## src/rtl/ahb_slave_resp_mux_if.sv

```systemverilog
// rtl/ahb_slave_resp_mux_if.sv - AHB-Lite data-phase response mux bus bundle
`timescale 1ns/1ps
interface ahb_slave_resp_mux_if #(
  parameter int NSLV = 16
);
  logic [NSLV-1:0]    HSEL_i;
  logic [1:0]         HTRANS_i;
  logic [NSLV*32-1:0] HRDATA_s_i;
  logic [NSLV-1:0]    HREADYOUT_s_i;
  logic [NSLV-1:0]    HRESP_s_i;
  logic [31:0]        HRDATA_o;
  logic               HREADY_o;
  logic               HRESP_o;

  modport slave (
    input  HSEL_i, HTRANS_i, HRDATA_s_i, HREADYOUT_s_i, HRESP_s_i,
    output HRDATA_o, HREADY_o, HRESP_o
  );

  modport master (
    output HSEL_i, HTRANS_i, HRDATA_s_i, HREADYOUT_s_i, HRESP_s_i,
    input  HRDATA_o, HREADY_o, HRESP_o
  );
endinterface

```

## src/rtl/ahb_slave_resp_mux.sv

```systemverilog
// rtl/ahb_slave_resp_mux.sv - AHB-Lite data-phase response mux with built-in ERROR default slave
`timescale 1ns/1ps
module ahb_slave_resp_mux #(
  parameter int NSLV      = 16,
  parameter int DUMMY_IDX = 15,
  parameter int CNT_W     = 16
) (
  input  logic                   HCLK,
  input  logic                   HRST_N,
  ahb_slave_resp_mux_if.slave    bus,
  output logic [CNT_W-1:0]       ERR_CNT_o
);

  localparam int IDX_W = (NSLV > 1) ? $clog2(NSLV) : 1;
  localparam logic [IDX_W-1:0] DUMMY_SEL = IDX_W'(DUMMY_IDX);

  localparam logic [1:0] D_IDLE = 2'd0;
  localparam logic [1:0] D_ERR1 = 2'd1;
  localparam logic [1:0] D_ERR2 = 2'd2;

  logic [IDX_W-1:0] sel_q, sel_d;
  logic [1:0]       state_q, state_d;
  logic             is_dummy;
  logic             dummy_req;
  logic             hready, hresp;
  logic [31:0]      hrdata;
  logic             unused_htrans0;

  assign unused_htrans0 = bus.HTRANS_i[0];

  // Downward scan so the lowest asserted select bit is the one that sticks.
  always_comb begin
    sel_d = DUMMY_SEL;
    for (int k = NSLV - 1; k >= 0; k--) begin
      if (bus.HSEL_i[k]) sel_d = IDX_W'(k);
    end
  end

  assign is_dummy = (sel_q == DUMMY_SEL);

  always_comb begin
    hready = 1'b1;
    hresp  = 1'b0;
    hrdata = '0;
    if (is_dummy) begin
      hready = (state_q != D_ERR1);
      hresp  = (state_q != D_IDLE);
    end else begin
      hready = bus.HREADYOUT_s_i[sel_q];
      hresp  = bus.HRESP_s_i[sel_q];
      hrdata = bus.HRDATA_s_i[32*sel_q +: 32];
    end
  end

  assign bus.HREADY_o = hready;
  assign bus.HRESP_o  = hresp;
  assign bus.HRDATA_o = hrdata;

  assign dummy_req = hready & (sel_d == DUMMY_SEL) & bus.HTRANS_i[1];

  always_comb begin
    state_d = D_IDLE;
    case (state_q)
      D_IDLE:  state_d = dummy_req ? D_ERR1 : D_IDLE;
      D_ERR1:  state_d = D_ERR2;
      D_ERR2:  state_d = dummy_req ? D_ERR1 : D_IDLE;
      default: state_d = D_IDLE;
    endcase
  end

  always_ff @(posedge HCLK or negedge HRST_N) begin
    if (!HRST_N) begin
      sel_q     <= DUMMY_SEL;
      state_q   <= D_IDLE;
      ERR_CNT_o <= '0;
    end else begin
      if (hready) sel_q <= sel_d;
      state_q <= state_d;
      // Each ERR1 always advances to ERR2, so this counts one per ERROR response.
      if (state_q == D_ERR1 && ERR_CNT_o != {CNT_W{1'b1}}) begin
        ERR_CNT_o <= ERR_CNT_o + 1'b1;
      end
    end
  end

endmodule

```

## src/flat_wrapper.sv

```systemverilog
// flat-port wrapper written by rule: the top's interface ports become plain ports
module ahb_slave_resp_mux_flat 
#(
  parameter int NSLV      = 16,
  parameter int DUMMY_IDX = 15,
  parameter int CNT_W     = 16
)
  (HCLK, HRST_N, ERR_CNT_o, bus_HSEL_i, bus_HTRANS_i, bus_HRDATA_s_i, bus_HREADYOUT_s_i, bus_HRESP_s_i, bus_HRDATA_o, bus_HREADY_o, bus_HRESP_o);
  ahb_slave_resp_mux_if #(.NSLV(NSLV)) bus_i ();
  input  logic HCLK;
  input  logic HRST_N;
  output logic [CNT_W-1:0] ERR_CNT_o;
  input wire logic [$bits(bus_i.HSEL_i)-1:0] bus_HSEL_i;
  input wire logic [$bits(bus_i.HTRANS_i)-1:0] bus_HTRANS_i;
  input wire logic [$bits(bus_i.HRDATA_s_i)-1:0] bus_HRDATA_s_i;
  input wire logic [$bits(bus_i.HREADYOUT_s_i)-1:0] bus_HREADYOUT_s_i;
  input wire logic [$bits(bus_i.HRESP_s_i)-1:0] bus_HRESP_s_i;
  output wire logic [$bits(bus_i.HRDATA_o)-1:0] bus_HRDATA_o;
  output wire logic [$bits(bus_i.HREADY_o)-1:0] bus_HREADY_o;
  output wire logic [$bits(bus_i.HRESP_o)-1:0] bus_HRESP_o;
  assign bus_i.HSEL_i = bus_HSEL_i;
  assign bus_i.HTRANS_i = bus_HTRANS_i;
  assign bus_i.HRDATA_s_i = bus_HRDATA_s_i;
  assign bus_i.HREADYOUT_s_i = bus_HREADYOUT_s_i;
  assign bus_i.HRESP_s_i = bus_HRESP_s_i;
  assign bus_HRDATA_o = bus_i.HRDATA_o;
  assign bus_HREADY_o = bus_i.HREADY_o;
  assign bus_HRESP_o = bus_i.HRESP_o;
  ahb_slave_resp_mux #(.NSLV(NSLV), .DUMMY_IDX(DUMMY_IDX), .CNT_W(CNT_W)) u_core (.HCLK(HCLK), .HRST_N(HRST_N), .bus(bus_i), .ERR_CNT_o(ERR_CNT_o));
endmodule
```

## config.mk

```make
export PLATFORM = sky130hd
export DESIGN_NAME = ahb_slave_resp_mux_flat
export DESIGN_NICKNAME = d
export VERILOG_FILES = /design/src/rtl/ahb_slave_resp_mux_if.sv /design/src/rtl/ahb_slave_resp_mux.sv /design/src/flat_wrapper.sv
export SDC_FILE = /design/constraint.sdc
export NUM_CORES = 1
export LEC_CHECK = 0
export CORE_AREA = 5 5 234 236
export CTS_CLUSTER_SIZE = 25
export DETAILED_ROUTE_END_ITERATION = 10
export DIE_AREA = 0 0 239 241
export SYNTH_ARGS = -nofsm -noshare
export SYNTH_HDL_FRONTEND = slang
export SYNTH_SLANG_ARGS = --single-unit
```

## constraint.sdc

```tcl
create_clock -name HCLK -period 2.3 [get_ports HCLK]
set_input_delay 0.46 -clock HCLK [delete_from_list [all_inputs] [get_ports HCLK]]
set_output_delay 0.46 -clock HCLK [all_outputs]
set_load 0.01 [all_outputs]
```

* After elaboration in Yosys (flattened, before gate mapping)
Index checks and enable logic that the tools add are counted.
** Storage, ports and cells
- Bits in registers :: 22
- Output and inout port bits :: 50
** Cells by class
- Add/sub/neg operators :: 1
- Magnitude comparators :: 1
- Eq/ne operators :: 6
- Shift-type cells :: 1
- Multiplexer cells :: 24
- Bitwise logic cells :: 2
- Reduce and logical (&&, ||, !) cells :: 4
** Operator list (number)
- $shiftx A512 B10 Y32 :: 1
- $mux W4 :: 14
- $mux W32 :: 1
- $add A16 B1 Y16 const B :: 1
- $ne A16 B16 Y1 const B :: 1
- $bmux W1 S4 :: 2
- $eq A4 B4 Y1 const B :: 2
- $mux W1 :: 6
- $lt A4 B5 Y1 const B :: 1
- $pmux W2 S2 :: 1
- $and A1 B1 Y1 :: 2
- $eq A2 B1 Y1 const B :: 1
- $eq A2 B2 Y1 const B :: 1
- $logic_not A2 Y1 :: 1
- $ne A2 B1 Y1 const B :: 1
- $reduce_bool A2 Y1 :: 1
- $reduce_or A2 Y1 :: 1
- $logic_and A1 B1 Y1 :: 1

* Logic depth before layout (Yosys ltp)
- Word-level depth :: 20
- Gate-level depth with buffers :: 7
- Gate-level depth less buffers :: 6

* Worst setup path after synthesis
OpenSTA, ideal clock, no wires.
- Path type :: flip-flop to output port
- Start point :: register u_core.sel_q[0]
- End point :: output bus_HRDATA_o[10]
- Arrival time :: 1.923 ns
- Required time :: 1.840 ns
- Slack :: -0.083 ns
- Cell stages (with the launch flop) :: 7
- Path buffers :: 2
- Cell sequence :: dfstp_2 > buf_2 > buf_2 > mux4_2 > and2_1 > a211oi_1 > a211oi_1
** Between the ends
- Word-level cells in the longest chain between the ends :: 2
- Elaborated cells on any way between the ends :: 3
- Those cells by class :: 1 x eq/ne; 1 x shift; 1 x mux
** RTL lines
- from (decl) :: line ahb_slave_resp_mux.sv:21 : logic [IDX_W-1:0] sel_q, sel_d;
- from (signal assigned) :: line ahb_slave_resp_mux.sv:77 : if (hready) sel_q <= sel_d;
- $shiftx A512 B10 Y32 / $eq A4 B4 Y1 (equally long branches) :: line ahb_slave_resp_mux.sv:51, ahb_slave_resp_mux.sv:39
- $mux W32 * :: line ahb_slave_resp_mux.sv:45 : if (is_dummy) begin
- to (decl) :: line flat_wrapper.sv:18 : output wire logic [$bits(bus_i.HRDATA_o)-1:0] bus_HRDATA_o;
Mark *: on every way between the ends. The rest lies on a longest branch, timed or not.

* Final worst setup path
- Start point :: register u_core.sel_q[0]
- End point :: output bus_HRDATA_o[8]
Same word-level chain as after synthesis.

==> run_results.csv <==
group,metric,value,unit
worst_setup_path,rr_endpoint,"u_core.sel_q[3]$_DFFE_PN1N_",
worst_setup_path,endpoint,"bus_HRDATA_o[8]",
power,p_leak,5.195,nW
sta,timing_worst_slew_pin_value,440.0,ps
global_routing,antenna_found_initial,29,
sta,relSlewSlack,70.29,%
worst_setup_path,crit_path_start_kind,"flop",
sta,tns,-18210,ps
logic_synthesis,synth.yosys.warnings,0,
worst_setup_path,critPathRequiredTime,1840,ps
logic_synthesis,synth.top_cell.area_share,54.66,%
global_routing,overflow,0,
logic_synthesis,synthArstFlopShare,100.0,%
sta,clock_skew,5.765,ps
logic_synthesis,ys.flop_type,"dfrtp_1",
cells_and_area,drive_gt1_share,35.00,%
worst_setup_path,r2r_setup_slack,50,ps
flow_run,max-cap-violations,0,
clock_network,cts_tree,"built",
cells_and_area,mostFrequentLayoutCells,"clkdlybuf4s50_1, mux4_2, buf_4",
clock_network,cts_inserted_buffers,3,
logic_synthesis,avgSynthCellArea,12.55,um^2
global_routing,grt_pass1_wl,65.15,mm
cells_and_area,nNetsFinal,1703,
sta,setup_viol,34,
logic_synthesis,syn_nets,1005,
sta,fin_crit_sh,127.2,%
sta,hold_viol,0,
sta,fin_ws,-625.0,ps
clock_network,root_buffer,"clkbuf_16",
route,drtPass1Iterations,5,
logic_synthesis,ys_seq_area_share,10.06,%
logic_synthesis,synthTopCellsByArea,"mux4_2, a211oi_1, dfrtp_1",
logic_synthesis,synth_top_area_cell,"mux4_2",
route,routedWlPerCell,26.81,um
floorplanning,rows,84,
worst_setup_path,endpoint_kind,"primary output",
floorplanning,start_util,10.57,%
power,ir_drop,0.0004257,V
sta,rsz0062_at_grt,"yes",
clock_network,clk_latency,260,ps
power,p_per_area,737.7,nW/um^2
global_routing,grt_max_degree,25,
global_routing,grt_pass1_vias,8796,
placement,pre_cts_slack,-791.4,ps
floorplanning,core_area,52240,um^2
cells_and_area,final_common_cell,"clkdlybuf4s50_1",
worst_setup_path,crit_start,"u_core.sel_q[0]$_DFFE_PN1N_",
floorplanning,die-width,239,um
route,drcViolationCount,0,
route,routed_via_density,4.210,
outcome,outcome,"finished with violations",
cells_and_area,post-route-util,27.33,%
floorplanning,fp.dieArea,57600,um^2
global_routing,grt_usage,15.86,%
worst_hold_path,hold_path.class,"reg -> reg",
clock_network,ctsHoldBuffers,0,
worst_hold_path,hold_depth,1,
route,drt_iter0_markers,261,
power,p_total,10.53,mW
sta,max_clock_freq,0.3419,GHz
logic_synthesis,syn-cell-area,5522,um^2
route,drt-total-wl,49.11,mm
placement,gp_congestion,0.9731,
placement,numPortBuffers,609,
cells_and_area,area_growth,158.6,%
worst_setup_path,critPathArrivalTime,2460,ps
worst_setup_path,critical_path_class,"reg -> out",
worst_setup_path,cp_max_fo,6,
route,num_vias,7712,
floorplanning,ios,614,
logic_synthesis,yosysUniqueCellTypes,42,
route,antenna_left,0,
clock_network,cts_sinks,22,
floorplanning,die_h,241,um
placement,dpl.hpwl,41.71,mm
clock_network,htree_levels,1,
logic_synthesis,syn-instance-count,440,
worst_setup_path,rr_worst_depth,8,
logic_synthesis,synth-edff-count,0,
cells_and_area,fillers,5466,
sta,post-route-min-period,2925,ps
clock_network,clock_path_buffers,2,
outcome,violations,"negative setup slack",
sta,final_max_slew_viol_count,0,
clock_network,cts.reportedPaths.clkPinSlew,70,ps
worst_setup_path,regToRegStartpoint,"u_core.sel_q[0]$_DFFE_PN1N_",
logic_synthesis,ys_seq_elements,22,
-- how the worst min path moves through the flow --
stage,start,endpoint
2_1_floorplan,HRST_N,u_core.ERR_CNT_o[0]$_DFFE_PN0P_
3_3_place_gp,u_core.ERR_CNT_o[14]$_DFFE_PN0P_,u_core.ERR_CNT_o[14]$_DFFE_PN0P_
3_5_place_dp,u_core.ERR_CNT_o[14]$_DFFE_PN0P_,u_core.ERR_CNT_o[14]$_DFFE_PN0P_
4_1_cts,u_core.ERR_CNT_o[14]$_DFFE_PN0P_,u_core.ERR_CNT_o[14]$_DFFE_PN0P_
5_1_grt,u_core.ERR_CNT_o[14]$_DFFE_PN0P_,u_core.ERR_CNT_o[14]$_DFFE_PN0P_
6_report,u_core.ERR_CNT_o[14]$_DFFE_PN0P_,u_core.ERR_CNT_o[14]$_DFFE_PN0P_
-- cell families after synthesis --
| logic type | synth area share (%) |
|---|---|
| xor+xnor | 2.221 |
| flops | 10.06 |
| compound gates | 10.83 |
| fa+ha+maj | 0.2266 |
| simple gates | 8.498 |
| mux | 62.63 |
| buf+inv | 5.529 |
-- worst max-delay path: stages, from the launching register on --
cell and delay (ps):
dfstp_4 650, buf_6 120, buf_12 120, buf_16 130, buf_6 100, mux4_2 520
and2_4 170, a211oi_2 190, a211oi_2 60, buf_2 140
-- per-layer routing --
metal  wire, um  vias up  global-route usage, %
li1           -     3318                      -
met1      18660     3850                  18.37
met2      24600      468                  28.53
met3       4614       62                  5.177
met4       1129       14                  3.735
met5        100        -                      0
-- flip-flops by register name, indices dropped and copies added (netlist names) --
| signal | count |
|---|---|
| u_core.ERR_CNT_o | 16 |
| u_core.sel_q | 4 |
| u_core.state_q | 2 |
-- final cells by class --
| cell class | instances | area [um^2] | area share (%) |
|---|---|---|---|
| diodes | 7 | 17.52 | 0.1227 |
| inverters | 9 | 36.28 | 0.2542 |
| multi-input cells | 356 | 5001 | 35.03 |
| repair buffers | 746 | 7701 | 53.94 |
| flip-flops and latches | 22 | 570.5 | 3.996 |
| well taps | 688 | 860.8 | 6.030 |
| clock buffers | 4 | 88.84 | 0.6223 |
-- report_power, final --
| group | leakage, nW | switching, mW | total [mW] | internal (mW) |
|---|---|---|---|---|
| Sequential | 0.297 | 0.0530 | 0.489 | 0.436 |
| Clock | 0.0442 | 0.150 | 0.415 | 0.266 |
| Combinational | 4.85 | 3.83 | 9.63 | 5.80 |
-- what timing repair did --
action / CTS / global route
gates cloned: 8 / 2
setup buffers: 31 / 10
pin swaps: 66 / 23
resized for setup: 282 / 21
endpoints found under the setup margin: 36 / 36
-- cells in the mapped netlist, types with 2 or more instances --
cell type,number
mux4_2,134
a211oi_1,65
mux2i_1,40
and2_1,33
buf_2,22
clkbuf_1,19
dfrtp_1,18
nor2_1,16
buf_4,10
nand2_1,9
xnor2_1,9
inv_1,8
nor3_1,8
nand4_1,5
xor2_1,5
dfstp_2,4
nand3_1,4
a21oi_1,3
nand2b_1,2
nor4_1,2
o211ai_1,2
o21ai_0,2
-- stage by stage --
step | hold WS (ps) | cell area (um^2) | cells
floorplan | 164.4 | 5524 | 440
global placement | 491.8 | 13250 | 1779
detailed placement | 492.0 | 13250 | 1779
CTS | 504.1 | 14160 | 1819
global route | 517.5 | 14270 | 1831
finish | 501.6 | 14280 | 1832
No activity file was read; power rests on OpenSTA's default activity.
